**src/rtl/sipo_pkg.sv**
```systemverilog
// Shared types and sizing helpers for the SIPO deserializer.
// SIPO_PARITY_EN appends one even-parity bit to every frame.
package sipo_pkg;

`ifdef SIPO_PARITY_EN
  localparam int SIPO_PAR_BITS = 1;
`else
  localparam int SIPO_PAR_BITS = 0;
`endif

  function automatic int SIPO_CNT_W(input int width);
    return $clog2(width + 1);
  endfunction

  function automatic int sipo_frame_len(input int width);
    return width + SIPO_PAR_BITS;
  endfunction

endpackage

```
**src/rtl/sipo_bit_counter.sv**
```systemverilog
// Frame bit counter: enable, synchronous clear, terminal count and wrap.
// Terminal count flags the last bit position of a frame.
module sipo_bit_counter #(
  parameter int FRAME_LEN = 16,
  parameter int CNT_W     = 5
) (
  input  logic clk,
  input  logic resetn,
  input  logic en,
  input  logic clr,
  output logic tc
);

  logic [CNT_W-1:0] cnt_q;
  logic [CNT_W-1:0] cnt_d;

  assign tc = (cnt_q == CNT_W'(FRAME_LEN - 1));

  always_comb begin
    cnt_d = cnt_q;
    if (clr) begin
      cnt_d = '0;
    end else if (en) begin
      cnt_d = tc ? '0 : cnt_q + 1'b1;
    end
  end

  always_ff @(posedge clk) begin
    if (!resetn) begin
      cnt_q <= '0;
    end else begin
      cnt_q <= cnt_d;
    end
  end

endmodule

```
**src/rtl/sipo_deserializer.sv**
```systemverilog
// LSB-first serial-in parallel-out deserializer with valid/ready holding register.
// Define SIPO_PARITY_EN for a trailing even-parity bit and parity_err output.
module sipo_deserializer
  import sipo_pkg::*;
#(
  parameter int DATA_WIDTH = 16
) (
  input  logic                  clk,
  input  logic                  resetn,
  input  logic                  din,
  input  logic                  din_en,
  input  logic                  align,
  output logic [DATA_WIDTH-1:0] dout,
  output logic                  dout_valid,
  input  logic                  dout_ready,
`ifdef SIPO_PARITY_EN
  output logic                  parity_err,
`endif
  output logic                  overrun
);

  localparam int FRAME_LEN = sipo_frame_len(DATA_WIDTH);
  localparam int CNT_W     = SIPO_CNT_W(DATA_WIDTH);

  logic [DATA_WIDTH-1:0] sr_q, sr_d;
  logic [DATA_WIDTH-1:0] dout_q, dout_d;
  logic                  dout_valid_q, dout_valid_d;
  logic                  overrun_q, overrun_d;
  logic [DATA_WIDTH-1:0] cand;
  logic                  accept;
  logic                  tc;
  logic                  word_done;

  assign accept    = din_en && !align;
  assign word_done = accept && tc;

  sipo_bit_counter #(
    .FRAME_LEN (FRAME_LEN),
    .CNT_W     (CNT_W)
  ) u_cnt (
    .clk    (clk),
    .resetn (resetn),
    .en     (accept),
    .clr    (align),
    .tc     (tc)
  );

`ifdef SIPO_PARITY_EN
  logic par_q, par_d;
  logic perr_q, perr_d;

  // Data bits are complete before the parity bit arrives.
  assign cand       = sr_q;
  assign parity_err = perr_q;
`else
  logic sr_unused;

  assign cand      = {din, sr_q[DATA_WIDTH-1:1]};
  assign sr_unused = sr_q[0];
`endif

  always_comb begin
    sr_d         = sr_q;
    dout_d       = dout_q;
    dout_valid_d = dout_valid_q;
    overrun_d    = 1'b0;
`ifdef SIPO_PARITY_EN
    par_d        = par_q;
    perr_d       = perr_q;
`endif
    if (align || word_done) begin
      sr_d = '0;
`ifdef SIPO_PARITY_EN
      par_d = 1'b0;
`endif
    end else if (accept) begin
      sr_d = {din, sr_q[DATA_WIDTH-1:1]};
`ifdef SIPO_PARITY_EN
      par_d = par_q ^ din;
`endif
    end
    if (dout_valid_q && dout_ready) begin
      dout_valid_d = 1'b0;
    end
    if (word_done) begin
      if (!dout_valid_q || dout_ready) begin
        dout_d       = cand;
        dout_valid_d = 1'b1;
`ifdef SIPO_PARITY_EN
        perr_d = par_q ^ din;
`endif
      end else begin
        overrun_d = 1'b1;
      end
    end
  end

  always_ff @(posedge clk) begin
    if (!resetn) begin
      sr_q         <= '0;
      dout_q       <= '0;
      dout_valid_q <= 1'b0;
      overrun_q    <= 1'b0;
`ifdef SIPO_PARITY_EN
      par_q        <= 1'b0;
      perr_q       <= 1'b0;
`endif
    end else begin
      sr_q         <= sr_d;
      dout_q       <= dout_d;
      dout_valid_q <= dout_valid_d;
      overrun_q    <= overrun_d;
`ifdef SIPO_PARITY_EN
      par_q        <= par_d;
      perr_q       <= perr_d;
`endif
    end
  end

  assign dout       = dout_q;
  assign dout_valid = dout_valid_q;
  assign overrun    = overrun_q;

endmodule

```
**config.mk**
```make
export PLATFORM = sky130hd
export DESIGN_NAME = sipo_deserializer
export DESIGN_NICKNAME = d
export VERILOG_FILES = /design/src/rtl/sipo_pkg.sv /design/src/rtl/sipo_bit_counter.sv /design/src/rtl/sipo_deserializer.sv
export SDC_FILE = /design/constraint.sdc
export NUM_CORES = 1
export LEC_CHECK = 0
export ABC_AREA = 1
export CAP_MARGIN = 25
export CORE_MARGIN = 4
export CORE_UTILIZATION = 36
export CTS_CLUSTER_DIAMETER = 120
export DETAILED_ROUTE_END_ITERATION = 16
export HOLD_SLACK_MARGIN = 0.03
export MAX_ROUTING_LAYER = met4
export SYNTH_ARGS = -nofsm -noshare
export SYNTH_HDL_FRONTEND = slang
export SYNTH_HIERARCHICAL = 1
export SYNTH_SLANG_ARGS = --single-unit
```
**constraint.sdc**
```tcl
create_clock -name clk -period 3.4 [get_ports clk]
set_clock_uncertainty 0.15 [all_clocks]
set_input_delay 0.68 -clock clk [delete_from_list [all_inputs] [get_ports clk]]
set_output_delay 0.68 -clock clk [all_outputs]
set_load 0.02 [all_outputs]
```
==> flow_summary.toml <==
[global_route]
first_global_vias = 1246
grtUsageMet3 = 0.0401
grt_start_max_net_pins = 23
grt_total_ovfl = 0
grt_antenna_before_repair = 0
global_route_wire_length_before_repair_um = 5350
met1_use_gr = 0.147
grt.met2_usage = 0.203
grt-busiest-layer = "met2"
grt.total_usage = 0.128

[clock_network]
cell_at_the_root_of_the_clock_tree = "sky130_fd_sc_hd__clkbuf_8"
cts_post_setup_buffers_inserted = 0
cts_inserted_buffers = 5
cts.repair.resized = 0
longest_clk_path_bufs = 2
numClockSinks = 38
worst_setup_hold_path_clk_slew_ns = 0.07
clock_tree.htree_level_count = 2
cts_tree = "built"
clkLatencyLatePin_ns = 0.29
post_cts_hold_buffers = 0

[synth]
largest_cells_by_area_after_synthesis = "sky130_fd_sc_hd__dfxtp_1 (47%), sky130_fd_sc_hd__nand2_1 (12%), sky130_fd_sc_hd__nor2_1 (9.4%), sky130_fd_sc_hd__nand4_1 (6.1%), sky130_fd_sc_hd__inv_1 (5.3%)"
synth_top_area_frac = 0.467
syn-num-nets = 223
synth_cell_types = 26
post_synth.cell_area_avg_sq_um = 7.54
synth_area_sq_um = 1630
yosysSeqAreaShare = 0.467
synth_seq_cells = 38
synth_largest_area_cell = "sky130_fd_sc_hd__dfxtp_1"
syn-instance-count = 216
ys.warnings.count = 6

[final_layout]
multi_input_combinational_cell_area_sq_um = 686
area_overhead_of_the_layout_relative_to_synthesis_pct = 22.6
num_antenna_cells = 0
instances_no_fill = 290
seq_area_sq_um = 761
num-fill-cells = 451
fraction_of_final_layout_cells_sized_beyond_drive_strength_1 = 0.101
fin_nets = 244

[timing]
max_clock_freq_mhz = 459
slew_viol_final = 0
min_period_over_period = 0.641
postLayoutSetupSlackWorst_ns = 1.22
rsz_0062_raised_after_global_routing = "no"
maxSlewHeadroom = 0.547
post-route-min-period_ns = 2.18
timing.final.setup_violations = 0
setup_total_negative_slack_ns = 0
fin_worst_hold_slack_ns = 0.296
hold_violations = 0
max_slew.worst_pin.slew_ns = 0.678

[placement]
number_of_i_o_port_buffers = 23
gp_congestion = 0.791
preCtsSetupSlack_ns = 0.912
post-dp-hpwl_um = 2130
dpl.cell_count = 282

[hold_path]
hold_path.startpoint = "u_cnt/cnt_q[4]"
worstHoldPathType = "flip-flop to flip-flop"

[critical_path]
cp.required_ns = 3.43
critical_path.reg2reg.endpoint = "dout[8]"
crit_path_start = "din_en"
critPathMaxStageDelay_ns = 0.53
worstSetupEndpointType = "flip-flop"
worstPathArrival_ns = 2.21
worstPathCellList = "clkdlybuf4s50_1, inv_2, nor2_4, inv_1, nand2_1, a21oi_2"
ff_to_ff_path_depth = 8
path_class = "input pin to flip-flop"
critical_path_peak_fanout = 22
crit_path_start_kind = "input pin"
crit-reg2reg-launch = "u_cnt/cnt_q[0]"
ff2ff_setup_slack_ns = 1.64
setup.worst_path.end = "sr_q[15]"
cell_with_the_biggest_individual_delay_on_the_critical_path = "sky130_fd_sc_hd__clkdlybuf4s50_1"

[floorplanning]
core_footprint_sq_um = 4350
effective_utilization_at_floorplan = 0.374
row_count = 24
ios = 24
die_w_um = 75.3
floorplan.die.height_um = 75.3
floorplan.die_area_sq_um = 5670

[power]
sw_frac_of_total = 0.196
power.static_leakage_nw = 0.685
p_sw_uw = 189
share_comb_of_total_power = 0.040
p_per_cell_area_nw_per_um2 = 481
internal_power_uw = 772
vdd_drop_max_mv = 0.203
clock_power_share = 0.495
power.sequential.fraction = 0.465

[route]
viasPerCell = 4.62
detail_route.drc_violations = 0
initialDrtViolationCount = 54
dr.pass1.iters = 4
antenna_violating_nets_post_route = 0
drt-total-wl_um = 3080
vias = 1340
post_drt_wl_per_cell_um = 10.6

[job]
drv.max_cap_violation_count = 0

[outcome]
status = "complete, no violations"
==> flip-flops by register name, indices dropped and copies added (netlist names) <==
| register | cells |
|---|---|
| u_cnt/cnt_q | 5 |
| overrun | 1 |
| dout | 16 |
| dout_valid | 1 |
| sr_q | 15 |
==> Yosys cell counts (all sizes together) <==
cell type and n:
nor2 43, nand4 16, clkbuf 1, nand3 3, nand2 55, dfxtp 38
or2 1, nor3 1, inv 26, buf 10, xnor2 1, o21ai 3
ha 1, a21oi 17
==> worst min path at each step <==
stage | to | slack, ns | cells past startpoint
detailed placement | u_cnt/cnt_q[4] | 0.29 | 2
global placement | u_cnt/cnt_q[4] | 0.28 | 2
floorplan | u_cnt/cnt_q[4] | 0.27 | 2
CTS | u_cnt/cnt_q[4] | 0.30 | 2
global route | u_cnt/cnt_q[4] | 0.33 | 2
finish | u_cnt/cnt_q[4] | 0.30 | 2
==> worst max-delay path, delay by kind of cell <==
family	cells	cell delay (ns)
AND/OR/NAND/NOR	2	0.52
buffers and inverters	3	0.94
AO/OA/AOI/OAI	1	0.05
==> placed cells by master, fill, tap and decap left out <==
master                            instances
sky130_fd_sc_hd__xnor2_1                  1
sky130_fd_sc_hd__inv_2                    3
sky130_fd_sc_hd__clkbuf_8                 6
sky130_fd_sc_hd__nor3_1                   1
sky130_fd_sc_hd__o21ai_2                  1
sky130_fd_sc_hd__inv_1                   23
sky130_fd_sc_hd__o21ai_0                  1
sky130_fd_sc_hd__nand2_1                 54
sky130_fd_sc_hd__clkdlybuf4s50_1         23
sky130_fd_sc_hd__a21oi_1                 13
sky130_fd_sc_hd__ha_1                     1
sky130_fd_sc_hd__nor2_8                   1
sky130_fd_sc_hd__nor2_1                  41
sky130_fd_sc_hd__nand2_2                  1
sky130_fd_sc_hd__nor2_4                   1
sky130_fd_sc_hd__a21oi_2                  4
sky130_fd_sc_hd__dfxtp_1                 38
sky130_fd_sc_hd__nand3_1                  1
sky130_fd_sc_hd__buf_4                    2
sky130_fd_sc_hd__o21ai_1                  1
sky130_fd_sc_hd__bufinv_16                2
sky130_fd_sc_hd__or2_2                    1
sky130_fd_sc_hd__nand4_1                 16
sky130_fd_sc_hd__nand3_4                  2
==> kinds of logic after synthesis <==
group                    count (synthesis)  synth area share
AND/OR/NAND/NOR                        119             0.335
flip-flops                              38             0.467
buffers and inverters                   37             0.112
AO/OA/AOI/OAI                           20            0.0730
XOR/XNOR                                 1           0.00538
adder cells (fa/ha/maj)                  1           0.00768
==> power groups by stage <==
| stage | registers (mW) | logic (mW) | clock network, mW |
|---|---|---|---|
| 4_1_cts | 0.447 | 0.0395 | 0.486 |
| 3_5_place_dp | 0.457 | 0.0392 | 0 |
| 2_1_floorplan | 0.457 | 0.0301 | 0 |
| 5_1_grt | 0.447 | 0.0440 | 0.502 |
| 6_report | 0.447 | 0.0389 | 0.475 |
| 3_3_place_gp | 0.457 | 0.0388 | 0 |
==> stage by stage <==
step,util,power [mW],instance area [sq um]
2_1_floorplan,-,0.487,1630
3_3_place_gp,0.426,0.496,1850
3_5_place_dp,0.426,0.496,1850
4_1_cts,0.459,0.972,2000
5_1_grt,0.459,0.992,2000
6_report,0.459,0.961,2000
==> layer usage <==
| metal | part of all wire | vias to the layer above |
|---|---|---|
| li1 | - | 714 |
| met1 | 0.47 | 597 |
| met2 | 0.46 | 24 |
| met3 | 0.046 | 5 |
| met4 | 0.023 | 0 |
| met5 | 0 | - |
==> layout make-up <==
| class | instances | area share |
|---|---|---|
| Sequential cell | 38 | 0.381 |
| Multi-Input combinational cell | 141 | 0.343 |
| Timing Repair Buffer | 25 | 0.123 |
| Inverter | 26 | 0.0489 |
| Clock buffer | 6 | 0.0414 |
| Tap cell | 52 | 0.0326 |
| Clock inverter | 2 | 0.0301 |
Note: power is estimated with default switching activity, not from simulation.
